===== src/rtl/adc_angle_sequencer.sv =====
// ADC0808-style front end: alternates X (ch0) and Y (ch1) conversions per refresh tick.
// Optional smoothing filter enabled by defining ANGLE_AVG_EN.
module adc_angle_sequencer #(
    parameter int CLK_DIV     = 25,
    parameter int SETTLE      = 4,
    parameter int EOC_TIMEOUT = 8191,
    parameter int AVG_SHIFT   = 2
) (
    input  logic       i_clk,
    input  logic       i_rst,
    input  logic       i_enable,
    input  logic [7:0] i_adc_data,
    input  logic       i_adc_eoc,
    output logic       o_adc_clk,
    output logic       o_adc_addr,
    output logic       o_adc_ale,
    output logic       o_adc_start,
    output logic       o_adc_oe,
    output logic [7:0] o_x_angle,
    output logic [7:0] o_y_angle,
    output logic       o_angle_valid,
    output logic       o_timeout_err
);
    localparam int CNT_W = $clog2(2 * CLK_DIV + SETTLE + EOC_TIMEOUT + 2);
    localparam int DIV_W = $clog2(CLK_DIV + 1);

    typedef enum logic [2:0] {
        S_IDLE, S_ADDR, S_START, S_WAIT_LO, S_WAIT_HI, S_READ, S_NEXT
    } state_t;

    state_t             r_state, w_state_next;
    logic [CNT_W-1:0]   r_cnt, w_cnt_next;
    logic [DIV_W-1:0]   r_div;
    logic               r_adc_clk;
    logic               r_addr, w_addr_next;
    logic               r_ale, r_start, r_oe;
    logic               w_ale_next, w_start_next, w_oe_next;
    logic               r_valid, w_valid_next;
    logic               r_to_flag, w_to_flag_next;
    logic               r_err, w_timeout_set;
    logic               w_sample_load, w_write;
    logic [7:0]         r_sample, w_angle_new;
    logic [7:0]         r_x_angle, r_y_angle;

    always_ff @(posedge i_clk) begin
        if (i_rst) begin
            r_div     <= '0;
            r_adc_clk <= 1'b0;
        end else if (r_div == DIV_W'(CLK_DIV - 1)) begin
            r_div     <= '0;
            r_adc_clk <= ~r_adc_clk;
        end else begin
            r_div <= r_div + 1'b1;
        end
    end

    always_comb begin
        w_state_next   = r_state;
        w_cnt_next     = r_cnt + 1'b1;
        w_addr_next    = r_addr;
        w_valid_next   = 1'b0;
        w_to_flag_next = r_to_flag;
        w_timeout_set  = 1'b0;
        w_sample_load  = 1'b0;
        w_write        = 1'b0;
        case (r_state)
            S_IDLE: begin
                w_cnt_next  = '0;
                w_addr_next = 1'b0;
                if (i_enable) w_state_next = S_ADDR;
            end
            S_ADDR: begin
                if (r_cnt == CNT_W'(SETTLE + 1)) begin
                    w_state_next = S_START;
                    w_cnt_next   = '0;
                end
            end
            S_START: begin
                if (r_cnt == CNT_W'(2 * CLK_DIV - 1)) begin
                    w_state_next = S_WAIT_LO;
                    w_cnt_next   = '0;
                end
            end
            S_WAIT_LO, S_WAIT_HI: begin
                // WAIT_LO waits for EOC low, WAIT_HI for EOC high again
                if ((r_state == S_WAIT_LO) ? !i_adc_eoc : i_adc_eoc) begin
                    w_state_next = (r_state == S_WAIT_LO) ? S_WAIT_HI : S_READ;
                    w_cnt_next   = '0;
                end else if (r_cnt == CNT_W'(EOC_TIMEOUT - 1)) begin
                    w_state_next   = S_NEXT;
                    w_cnt_next     = '0;
                    w_to_flag_next = 1'b1;
                    w_timeout_set  = 1'b1;
                end
            end
            S_READ: begin
                if (r_cnt == CNT_W'(SETTLE - 1)) begin
                    w_state_next  = S_NEXT;
                    w_cnt_next    = '0;
                    w_sample_load = 1'b1;
                end
            end
            S_NEXT: begin
                w_write        = !r_to_flag;
                w_to_flag_next = 1'b0;
                w_cnt_next     = '0;
                if (!r_addr) begin
                    w_addr_next  = 1'b1;
                    w_state_next = S_ADDR;
                end else begin
                    w_addr_next  = 1'b0;
                    w_valid_next = 1'b1;
                    w_state_next = S_IDLE;
                end
            end
            default: begin
                w_state_next = S_IDLE;
                w_cnt_next   = '0;
            end
        endcase
    end

    // Strobes decoded from the next state so they register in step with the FSM
    assign w_ale_next   = (w_state_next == S_ADDR) && (w_cnt_next >= CNT_W'(1))
                          && (w_cnt_next <= CNT_W'(SETTLE));
    assign w_start_next = (w_state_next == S_START);
    assign w_oe_next    = (w_state_next == S_READ);

    always_ff @(posedge i_clk) begin
        if (i_rst) begin
            r_state   <= S_IDLE;
            r_cnt     <= '0;
            r_addr    <= 1'b0;
            r_ale     <= 1'b0;
            r_start   <= 1'b0;
            r_oe      <= 1'b0;
            r_valid   <= 1'b0;
            r_to_flag <= 1'b0;
            r_err     <= 1'b0;
            r_sample  <= '0;
            r_x_angle <= '0;
            r_y_angle <= '0;
        end else begin
            r_state   <= w_state_next;
            r_cnt     <= w_cnt_next;
            r_addr    <= w_addr_next;
            r_ale     <= w_ale_next;
            r_start   <= w_start_next;
            r_oe      <= w_oe_next;
            r_valid   <= w_valid_next;
            r_to_flag <= w_to_flag_next;
            r_err     <= r_err | w_timeout_set;
            if (w_sample_load) r_sample <= i_adc_data;
            if (w_write && !r_addr) r_x_angle <= w_angle_new;
            if (w_write && r_addr)  r_y_angle <= w_angle_new;
        end
    end

`ifdef ANGLE_AVG_EN
    localparam int ACC_W = 8 + AVG_SHIFT;
    logic [ACC_W-1:0] r_acc_x, r_acc_y, w_acc_cur, w_acc_next;
    logic [1:0]       r_seeded;

    assign w_acc_cur   = r_addr ? r_acc_y : r_acc_x;
    assign w_acc_next  = r_seeded[r_addr]
                         ? (w_acc_cur - (w_acc_cur >> AVG_SHIFT) + ACC_W'(r_sample))
                         : (ACC_W'(r_sample) << AVG_SHIFT);
    assign w_angle_new = w_acc_next[ACC_W-1:AVG_SHIFT];

    always_ff @(posedge i_clk) begin
        if (i_rst) begin
            r_acc_x  <= '0;
            r_acc_y  <= '0;
            r_seeded <= '0;
        end else if (w_write) begin
            r_seeded[r_addr] <= 1'b1;
            if (r_addr) r_acc_y <= w_acc_next;
            else        r_acc_x <= w_acc_next;
        end
    end
`else
    assign w_angle_new = r_sample;
`endif

    assign o_adc_clk     = r_adc_clk;
    assign o_adc_addr    = r_addr;
    assign o_adc_ale     = r_ale;
    assign o_adc_start   = r_start;
    assign o_adc_oe      = r_oe;
    assign o_x_angle     = r_x_angle;
    assign o_y_angle     = r_y_angle;
    assign o_angle_valid = r_valid;
    assign o_timeout_err = r_err;
endmodule


===== config.mk =====
export PLATFORM = sky130hd
export DESIGN_NAME = adc_angle_sequencer
export DESIGN_NICKNAME = d
export VERILOG_FILES = /design/src/rtl/adc_angle_sequencer.sv
export SDC_FILE = /design/constraint.sdc
export NUM_CORES = 1
export LEC_CHECK = 0
export BUFFER_PORTS_ARGS = -buffer_cell sky130_fd_sc_hd__buf_2
export CAP_MARGIN = 20
export CORE_MARGIN = 2
export CORE_UTILIZATION = 24
export CTS_CLUSTER_DIAMETER = 60
export DETAILED_ROUTE_END_ITERATION = 8
export PLACE_DENSITY = 0.39
export SETUP_SLACK_MARGIN = 0.4
export SLEW_MARGIN = 0
export SYNTH_ARGS = -nofsm -noshare
export SYNTH_HDL_FRONTEND = slang
export SYNTH_SLANG_ARGS = --single-unit
export TNS_END_PERCENT = 10

===== constraint.sdc =====
create_clock -name i_clk -period 2.9 [get_ports i_clk]
set_input_delay 0.145 -clock i_clk [delete_from_list [all_inputs] [get_ports i_clk]]
set_output_delay 0.145 -clock i_clk [all_outputs]
set_load 0.01 [all_outputs]

* Word-level counts from Yosys, hierarchy flattened
Index checks and enable logic that the tools add are counted.
** Storage, ports and cells
- Bits in latches :: 0
- Word-level logic and storage cells :: 79
- Register bits :: 54
- Input port bits :: 12
- Memory bits (writable) :: 0
- Memory bits (read-only) :: 0
- Output and inout bits :: 23
- Memories kept :: 0
** Cells by class
- Equality and inequality tests :: 16
- Multiply operators :: 0
- Shift-type cells :: 0
- Bitwise operators :: 3
- $add $sub $neg :: 2
- Divide/modulo/power cells :: 0
- Magnitude comparators :: 2
- Reduce and logical (&&, ||, !) cells :: 14
- Multiplexer cells :: 28
** Operators with widths (count)
- 14-bit two-way mux :: 5
- 14-bit case mux with 4 select lines :: 1
- 3-bit two-way mux :: 6
- 3-bit case mux with 6 select lines :: 1
- 14-bit by 1-bit adder with 14-bit output (second input constant) :: 1
- 14-bit by 13-bit == test with 1-bit output (second input constant) :: 1
- 14-bit by 2-bit == test with 1-bit output (second input constant) :: 1
- 14-bit by 3-bit == test with 1-bit output (second input constant) :: 1
- 14-bit by 6-bit == test with 1-bit output (second input constant) :: 1
- 14-bit by 1-bit >= comparator with 1-bit output (second input constant) :: 1
- 14-bit by 3-bit less-or-equal comparator with 1-bit output (second input constant) :: 1
- 1-bit two-way mux :: 13
- 3-bit == test (second input constant) :: 4
- 3-bit by 2-bit == test with 1-bit output (second input constant) :: 3
- 3-bit by 1-bit == test with 1-bit output (second input constant) :: 2
- 2-bit OR reduction :: 3
- 5-bit by 1-bit adder with 5-bit output (second input constant) :: 1
- 5-bit == test (second input constant) :: 1
- 1-bit logical AND :: 4
- 2-bit inequality test (second input constant) :: 2
- 1-bit case mux with 2 select lines :: 2
- 2-bit nonzero test :: 2
- 1-bit logical NOT :: 3
- 3-bit logical NOT :: 1
- other kinds (3) :: 4

* Depth between registers and ports, before layout
Gate-level depths: netlist (run 1).
- Word-level depth :: 7
- Mapped depth :: 10
- Mapped depth without buffers :: 8

* Worst setup path before layout (run 1)
Ideal clock, no wire load.
- Path kind :: register -> register
- From :: reg r_cnt[0]
- To :: reg r_ale, in the netlist o_adc_ale
- Path slack :: 0.825 ns
- Path buffers :: 1
- Cell stages (with the launch flop) :: 8
- Arrival time :: 1.996 ns
- Setup time :: 0.079 ns
- Period minus slack after synthesis :: 2.075 ns
- Required time :: 2.821 ns
- Cells stage by stage :: dfxtp_1 ha_1 clkbuf_1 nand3_1 nor2_1 a31oi_1 or3_1 a211oi_2
** Between the ends
- Longest elaborated chain between the ends :: 7
- Elaborated cells on any way between the ends :: 22
- Those cells by class :: add/sub: 1; order compare: 2; eq/ne: 5; mux: 12; reduce/logical: 2
** Ends and longest elaborated chain
- start: declaration :: RTL line 32 : logic [CNT_W-1:0] r_cnt, w_cnt_next;
- start signal: assignment :: RTL line 145 : r_cnt <= w_cnt_next;
- 14-bit by 1-bit adder with 14-bit output / 14-bit by 13-bit == test with 1-bit output (equally long branches) :: RTL line 59, 89
- 14-bit two-way mux / 3-bit two-way mux (equally long branches) :: RTL line 89 : end else if (r_cnt == CNT_W'(EOC_TIMEOUT - 1)) begin
- 14-bit two-way mux / 3-bit two-way mux (equally long branches) :: RTL line 86 : if ((r_state == S_WAIT_LO) ? !i_adc_eoc : i_adc_eoc) begin
- 14-bit case mux with 4 select lines / 3-bit case mux with 6 select lines (equally long branches) :: RTL line 66 : case (r_state)
- 14-bit by 1-bit >= comparator with 1-bit output / 3-bit by 1-bit == test with 1-bit output (equally long branches) :: RTL line 124 : assign w_ale_next = (w_state_next == S_ADDR) && (w_cnt_next >= CNT_W'(1))
- 1-bit logical AND :: RTL line 124
- 1-bit logical AND (*) :: RTL line 125 : && (w_cnt_next <= CNT_W'(SETTLE));
- end signal: assignment :: RTL line 147 : r_ale <= w_ale_next;
- end: declaration :: RTL line 36 : logic r_ale, r_start, r_oe;
Every way passes the cells marked *; elsewhere a longest branch is shown, timed or not.
A chain may end at the register's enable or synchronous reset.

* Worst setup path after layout (run 1)
- From :: reg r_cnt[8]
- To :: reg r_cnt[9]
** Between the ends
- Longest elaborated chain between the ends :: 4
- Elaborated cells on any way between the ends :: 11
- Those cells by class :: add/sub: 1; eq/ne: 4; mux: 6
** Ends and longest elaborated chain (RTL line)
- 14-bit by 1-bit adder with 14-bit output / 14-bit by 13-bit == test with 1-bit output (equally long branches) :: 59, 89
- 14-bit two-way mux :: 89
- 14-bit two-way mux :: 86
- 14-bit case mux with 4 select lines (*) :: 66
Marked as above.

==> results.md, run 1 <==
- Most common cell after layout, fill and taps aside: dfxtp_1
- Worst-path clk slew: approximately 0.11 ns
- Vias in the first global route: around 1,900
- RSZ-0062 raised after global routing: false
- Final hold violations: 0
- Final clock skew: about 0.009 ns
- Critical path type: register to register
- DR pass1 iterations: 4
- Max Cap Viol: 0
- Worst-margin pin slew: between 0.6 and 0.7 ns
- WL final: ~5600 um
- # IOs: 35
- CTS H-tree depth: 2
- Layout cells sized above 1: 20.6%
- Root buf cell: clkbuf_8
- Fmax: 453 MHz
- Row cnt: 38
- DRC: 0
- DR vias: between 1,500 and 2,000
- ANT nets after route: 0
- Post-layout min period: around 2.2 ns
- Sum Neg Setup Slack: 0 ns
- Status: completed
- Yosys reg bits: 54
- Slew Limit Fails: 0
- Hpwl dp: around 3900 um
- CTS-repair resized insts: 0
- Worst skew pair latency: between 0.3 and 0.4 ns
- Critical path's top delay family: simple AND/OR/NAND/NOR gates
- Starting Density: between 20% and 30%
- Clock network power share: approximately 40%
- Critical Path, Cell by Cell: nand4_1, or4_4, a221oi_2, or2_1, buf_4, nor2_1
- Combinational power share: under 10%
- CTS hold repair buffers: 0
- First-pass GRT wire length: roughly 9400 um
- CTS Buf Count: 5
- Count of input and output buffers: 34
- Seq/Total Area, Yosys: roughly two fifths
- Total track usage: under 10%
- Sequential power share: 56.2%
- Wire per inst: 12.2 um
- Syn avg cell area: 9.18 um^2
- CP Buf/Inv Count: 1
- 1st-iter DRT viols: 86
- Clk sinks: 54
- # diodes: 0
- Vias per cell: 4.32
- Post-synth net total: 303
- Post-CTS Setup Bufs: 0
- Pwr Total: ~1300 uW
- Fin nets: approximately 330
- Core Region: ~11,000 um^2
- Netlist Area Pre-Place: 2630 um^2
- Period utilization: between 70% and 80%
- Yosys warning count: 0
- Cell Area, Placed: 2890 um^2
- P_leak: between 0.001 and 0.0015 uW
- CP required: 3.12 ns
- Yosys top cell area share: 41.2%
- Slowest stage cell, crit path: or4_4
- Crit path largest cell delay: between 0.6 and 0.7 ns
- Post-route design area: 3010 um^2
- Internal: around 1000 uW
- Sw frac: a little under a quarter
- Initial antenna violation count: 0
- Max clock buf depth: 2
- Psw: about 310 uW
- Max FO, Critical Path: 11
- Final Core Density: between 20% and 30%
- Final Setup Violations: 0
- Cells after Synth: 286
- Leading area contributor after synthesis: dfxtp_1
- Clock tree from TritonCTS: done
- Synth-to-Final Area Change: 14.6%
- Commonest non-fill, non-tap cells in the layout: dfxtp_1 (54), nor2_1 (44), buf_2 (34)
- Worst setup SP type: register
- Grt total ovfl: 0
- GPL Wtd Cong: ~0.76
- Hold WC Path Type: primary input to register
- Die area: roughly 12,000 um^2
- Die Ht: between 100 and 150 um
- Die X: approximately 110 um
- Ranking of synthesized cells by area: dfxtp_1 (41%), mux2i_1 (9.5%), nor2_1 (6.3%)
- Critical Path End Type: register
- Power density over the cells: 447 nW/um^2
- Max-slew headroom: between 50% and 60%
- Max VDD drop: a little under 0.2 mV
- Largest net degree at the start of global routing: 33
- Cell variety after synth: 49
- Crit path DAT: around 2.4 ns
-- worst paths after layout --
kind            startpoint  slack, ns  depth (start not counted)       endpoint
min          i_adc_data[7]       0.07                          3    r_sample[7]
max reg2reg       r_cnt[8]       0.69                          6       r_cnt[9]
min reg2reg  o_timeout_err       0.46                          2  o_timeout_err
max               r_cnt[8]       0.69                          6       r_cnt[9]
-- sequential cells by signal (all words and copies together), names as in the netlist --
name           flops
o_angle_valid      1
o_adc_start        1
r_div              5
o_adc_addr         1
r_cnt             14
o_adc_ale          1
o_y_angle          8
o_adc_clk          1
o_x_angle          8
o_adc_oe           1
o_timeout_err      1
r_sample           8
r_state            3
r_to_flag          1
-- final cells by class --
cell class | instances | area [um^2]
Clock inverter | 3 | 47.5
Multi-Input combinational cell | 205 | 1390
Fill cell | 1207 | 7730
Timing Repair Buffer | 40 | 215
Inverter | 9 | 33.8
Clock buffer | 5 | 68.8
Sequential cell | 54 | 1080
Tap cell | 140 | 175
-- power groups by stage --
| stage | Clock [uW] | Sequential (uW) | Combinational (uW) |
|---|---|---|---|
| after floorplan | 0 | 770 | 41.3 |
| after global placement | 0 | 774 | 55.9 |
| after detailed placement | 0 | 773 | 55.6 |
| after CTS | 569 | 757 | 55.6 |
| after global routing | 596 | 758 | 62.4 |
| final | 535 | 756 | 54.3 |
-- kinds of logic (layout without fill, tap and decap cells) --
logic type / Yosys count / count (layout) / share of synthesized area, %
DFF: 54 / 54 / 41.2
muxes: 25 / 25 / 9.53
AOI/OAI and AO/OA: 31 / 31 / 7.67
xor gates and xnor gates: 20 / 20 / 6.67
adders and majority gates: 5 / 5 / 2.38
buffers and inverters: 27 / 57 / 5.95
and+or+nand+nor: 124 / 124 / 26.6
-- synth_stat cells, drive strengths merged --
master	n
dfxtp	54
nor2	50
mux2i	25
buf	13
nand2	13
xor2	13
a21oi	10
inv	9
o21ai	9
nand3	8
nor4	8
nand2b	7
nor3	7
xnor2	7
clkbuf	5
ha	5
nand4	5
nor2b	5
or4	4
and4	3
nand4b	3
a211oi	2
a31oi	2
and3b	2
nor3b	2
or2	2
or3	2
a221oi	1
a2bb2oi	1
a41oi	1
and2	1
nand3b	1
nor4b	1
o2111ai	1
o21a	1
o21bai	1
o31a	1
o32ai	1
-- through the flow --
step / std cells / hold WS, ns / worst slack, ns
2_1_floorplan: 286 / 0.292 / 0.825
3_3_place_gp: 448 / 0.382 / 0.733
3_5_place_dp: 448 / 0.387 / 0.711
4_1_cts: 456 / 0.0558 / 0.683
5_1_grt: 456 / 0.0539 / 0.477
6_report: 456 / 0.0667 / 0.691
-- layer usage --
metal  vias up  share of wire (%)  track usage, %
li1       1038                  -               -
met1       901                 50            13.9
met2        26                 45            15.4
met3         5                3.9            2.59
met4         0               0.75            2.20
met5         -                  0               0
-- tightest hold or removal path: stages --
cell and delay, ns:
buf_2 0.07, mux2i_1 0.05, nor2_1 0.07
Note: power is estimated with default switching activity, not from simulation.
==> run 2, diff against run 1 <==
--- a/config.mk
+++ b/config.mk
@@ -11,7 +11,7 @@
 export CORE_UTILIZATION = 24
 export CTS_CLUSTER_DIAMETER = 60
 export DETAILED_ROUTE_END_ITERATION = 8
-export PLACE_DENSITY = 0.39
+export PLACE_DENSITY = 0.4
 export SETUP_SLACK_MARGIN = 0.4
 export SLEW_MARGIN = 0
 export SYNTH_ARGS = -nofsm -noshare
==> constraint.sdc (replaced) <==
create_clock -name i_clk -period 2 [get_ports i_clk]
set_input_delay 0.1 -clock i_clk [delete_from_list [all_inputs] [get_ports i_clk]]
set_output_delay 0.1 -clock i_clk [all_outputs]
set_load 0.01 [all_outputs]
==> run 2 against run 1 <==
Via count grew 8.9%; first-iteration DRC count up 10%; clock skew barely moved; sequential cell count stayed put; maximum frequency up 12%; combinational power rose by 73%; sequential power up 44%; clock power grew 45%; non-clock buffer count increased by 32; design area increased by 10%; power increased by 46%; utilization is 2.9 points higher; highest routed layer unchanged.
==> results.md, run 2 (same netlist as run 1, synthesis figures left out) <==
- Status: completed (unchanged)
- Die X: 109 um (unchanged)
- P_leak: 0.00127 uW (was 0.00110 uW)
- CP Buf/Inv Count: 1 (unchanged)
- Slowest stage cell, crit path: or4_4 (unchanged)
- Most common cell after layout, fill and taps aside: dfxtp_1 (unchanged)
- RSZ-0062 raised after global routing: true (was false)
- Max FO, Critical Path: 8 (was 11)
- DR vias: 2,146 (was 1,970)
- Max VDD drop: 0.290 mV (was 0.193 mV)
- Final Setup Violations: 0 (unchanged)
- Sum Neg Setup Slack: 0 ns (unchanged)
- Clock network power share: 39.6% (was 39.7%)
- Total track usage: 10.8% (was 9.98%)
- GPL Wtd Cong: 0.736 (was 0.757)
- Critical path's top delay family: simple AND/OR/NAND/NOR gates (unchanged)
- Max-slew headroom: 70.4% (was 59.6%)
- Post-layout min period: 1.96 ns (was 2.21 ns)
- Internal: 1500 uW (was 1030 uW)
- Row cnt: 38 (unchanged)
- CTS hold repair buffers: 0 (unchanged)
- Largest net degree at the start of global routing: 20 (was 33)
- Vias per cell: 4.40 (was 4.32)
- Wire per inst: 12.6 um (was 12.2 um)
- Power density over the cells: 591 nW/um^2 (was 447 nW/um^2)
- # IOs: 35 (unchanged)
- Fin nets: 364 (was 332)
- Crit path DAT: 2.17 ns (was 2.42 ns)
- Final hold violations: 0 (unchanged)
- Layout cells sized above 1: 33.3% (was 20.6%)
- R2R cell count: 7 (was 6)
- Sequential power share: 55.6% (was 56.2%)
- Max clock buf depth: 2 (unchanged)
- Launch point of the worst reg-to-reg path: r_cnt[9] (was r_cnt[8])
- WL final: 6150 um (was 5570 um)
- Grt total ovfl: 0 (unchanged)
- DR pass1 iterations: 4 (unchanged)
- Core Region: 10,700 um^2 (unchanged)
- Clock tree from TritonCTS: done (unchanged)
- Starting Density: 24.4% (unchanged)
- Clk sinks: 54 (unchanged)
- Worst Hold Path Cells: 3 (unchanged)
- Max reg flops: 14 (unchanged)
- Hold path startpoint: i_adc_data[4] (was i_adc_data[7])
- DRC: 0 (unchanged)
- Initial antenna violation count: 0 (unchanged)
- Worst-margin pin slew: 0.439 ns (was 0.605 ns)
- Critical Path, Cell by Cell: or4_4, nor4_4, nor3_2, a221oi_2, or2_1, buf_4, nor2_1 (was nand4_1, or4_4, a221oi_2, or2_1, buf_4, nor2_1)
- Commonest non-fill, non-tap cells in the layout: dfxtp_1 (45), nor2_1 (43), buf_4 (37) (was dfxtp_1 (54), nor2_1 (44), buf_2 (34))
- # diodes: 0 (unchanged)
- Die area: 11,800 um^2 (unchanged)
- Period utilization: 98.2% (was 76.2%)
- ANT nets after route: 0 (unchanged)
- Final clock skew: 0.00877 ns (was 0.00881 ns)
- 1st-iter DRT viols: 95 (was 86)
- CTS Buf Count: 5 (unchanged)
- Crit path largest cell delay: 0.55 ns (was 0.62 ns)
- Count of input and output buffers: 34 (unchanged)
- DP Cell Count: 479 (was 448)
- Crit. Startpoint: r_cnt[9] (was r_cnt[8])
- Hold WC Path Type: primary input to register (unchanged)
- Root buf cell: clkbuf_8 (unchanged)
- Fmax: 509 MHz (was 453 MHz)
- Critical path type: register to register (unchanged)
- Synth-to-Final Area Change: 26.5% (was 14.6%)
- Max Cap Viol: 0 (unchanged)
- First-pass GRT wire length: 10,100 um (was 9430 um)
- Vias in the first global route: 2,007 (was 1,919)
- Post-route design area: 3320 um^2 (was 3010 um^2)
- Non-filler cells, final: 488 (was 456)
- Die Ht: 109 um (unchanged)
- Fill cells: 1,171 (was 1,207)
- CP required: 2.21 ns (was 3.12 ns)
- Cell count along the critical path: 7 (was 6)
- Worst skew pair latency: 0.31 ns (about the same)
- Psw: 461 uW (was 312 uW)
- Combinational power share: 4.8% (was 4.0%)
- Critical Path End Type: register (unchanged)
- Hold_ws: 0.0188 ns (was 0.0667 ns)
- Cell Area, Placed: 3150 um^2 (was 2890 um^2)
- Hpwl dp: 4540 um (was 3940 um)
- Slew Limit Fails: 0 (unchanged)
- Reg with most FFs: r_cnt (unchanged)
- Worst setup SP type: register (unchanged)
- CTS H-tree depth: 2 (unchanged)
- Sw frac: 23.5% (was 23.2%)
- Worst-path clk slew: 0.11 ns (about the same)
==> run 2: changes by cell type in the layout (fill, tap and decap cells not counted), sizes merged <==
cell      change
buf          +32
clkinvlp      +1
inv           -2
clkinv        +1
==> run 2: routing by layer <==
| layer | global-route usage, % | vias up | wire length (um) |
|---|---|---|---|
| met5 | 0 | - | 0 |
| met4 | 3.30 | 0 | 91 |
| met3 | 2.77 | 8 | 227 |
| met2 | 16.6 | 43 | 2770 |
| met1 | 15.0 | 993 | 3060 |
| li1 | - | 1102 | - |
==> run 2: power groups by stage <==
stage | sequential, uW | clock, uW | combinational [uW]
2_1_floorplan | 1120 | 0 | 61.1
3_3_place_gp | 1120 | 0 | 93.0
3_5_place_dp | 1120 | 0 | 93.7
4_1_cts | 1090 | 819 | 93.8
5_1_grt | 1090 | 853 | 105
6_report | 1090 | 778 | 94.2
==> run 2: final cells by class <==
cell class | count | area (um^2) | area share (%)
clock inverter | 3 | 47.5 | 1.43
clock buffer | 5 | 68.8 | 2.07
inverter | 9 | 37.5 | 1.13
multi-input combinational | 205 | 1430 | 43.1
sequential | 54 | 1090 | 32.9
timing repair buffer | 72 | 468 | 14.1
tap | 140 | 175 | 5.27
==> run 2: path summary, 6_finish.rpt <==
kind                   end  slack [ns]
max               r_cnt[3]        0.04
min            r_sample[4]        0.02
max reg2reg       r_cnt[3]        0.04
min reg2reg  o_timeout_err        0.45
==> run 2: stage by stage <==
step	util (%)	power, uW	setup slack (ns)
floorplan	-	1180	0.0300
global placement	29.3	1210	0.00172
detailed placement	29.3	1210	-0.00395
CTS	30.7	2000	0.0343
global route	30.9	2050	-0.116
finish	30.9	1960	0.0361
==> run 2: worst register-to-register path: stages, from the launching register on <==
cell      delay [ns]
dfxtp_2         0.34
or4_4           0.55
nor4_4          0.31
nor3_2          0.07
a221oi_2        0.19
or2_1           0.16
buf_4           0.18
nor2_1          0.06
==> run 2: what timing repair did <==
| item | 4_1_cts | 5_1_grt |
|---|---|---|
| setup endpoints to repair | 30 | 46 |
| buffers inserted | 1 | 0 |
| resized for setup | 7 | 9 |
| endpoints found under the hold margin | 0 | 0 |
| pin swaps | 4 | 2 |
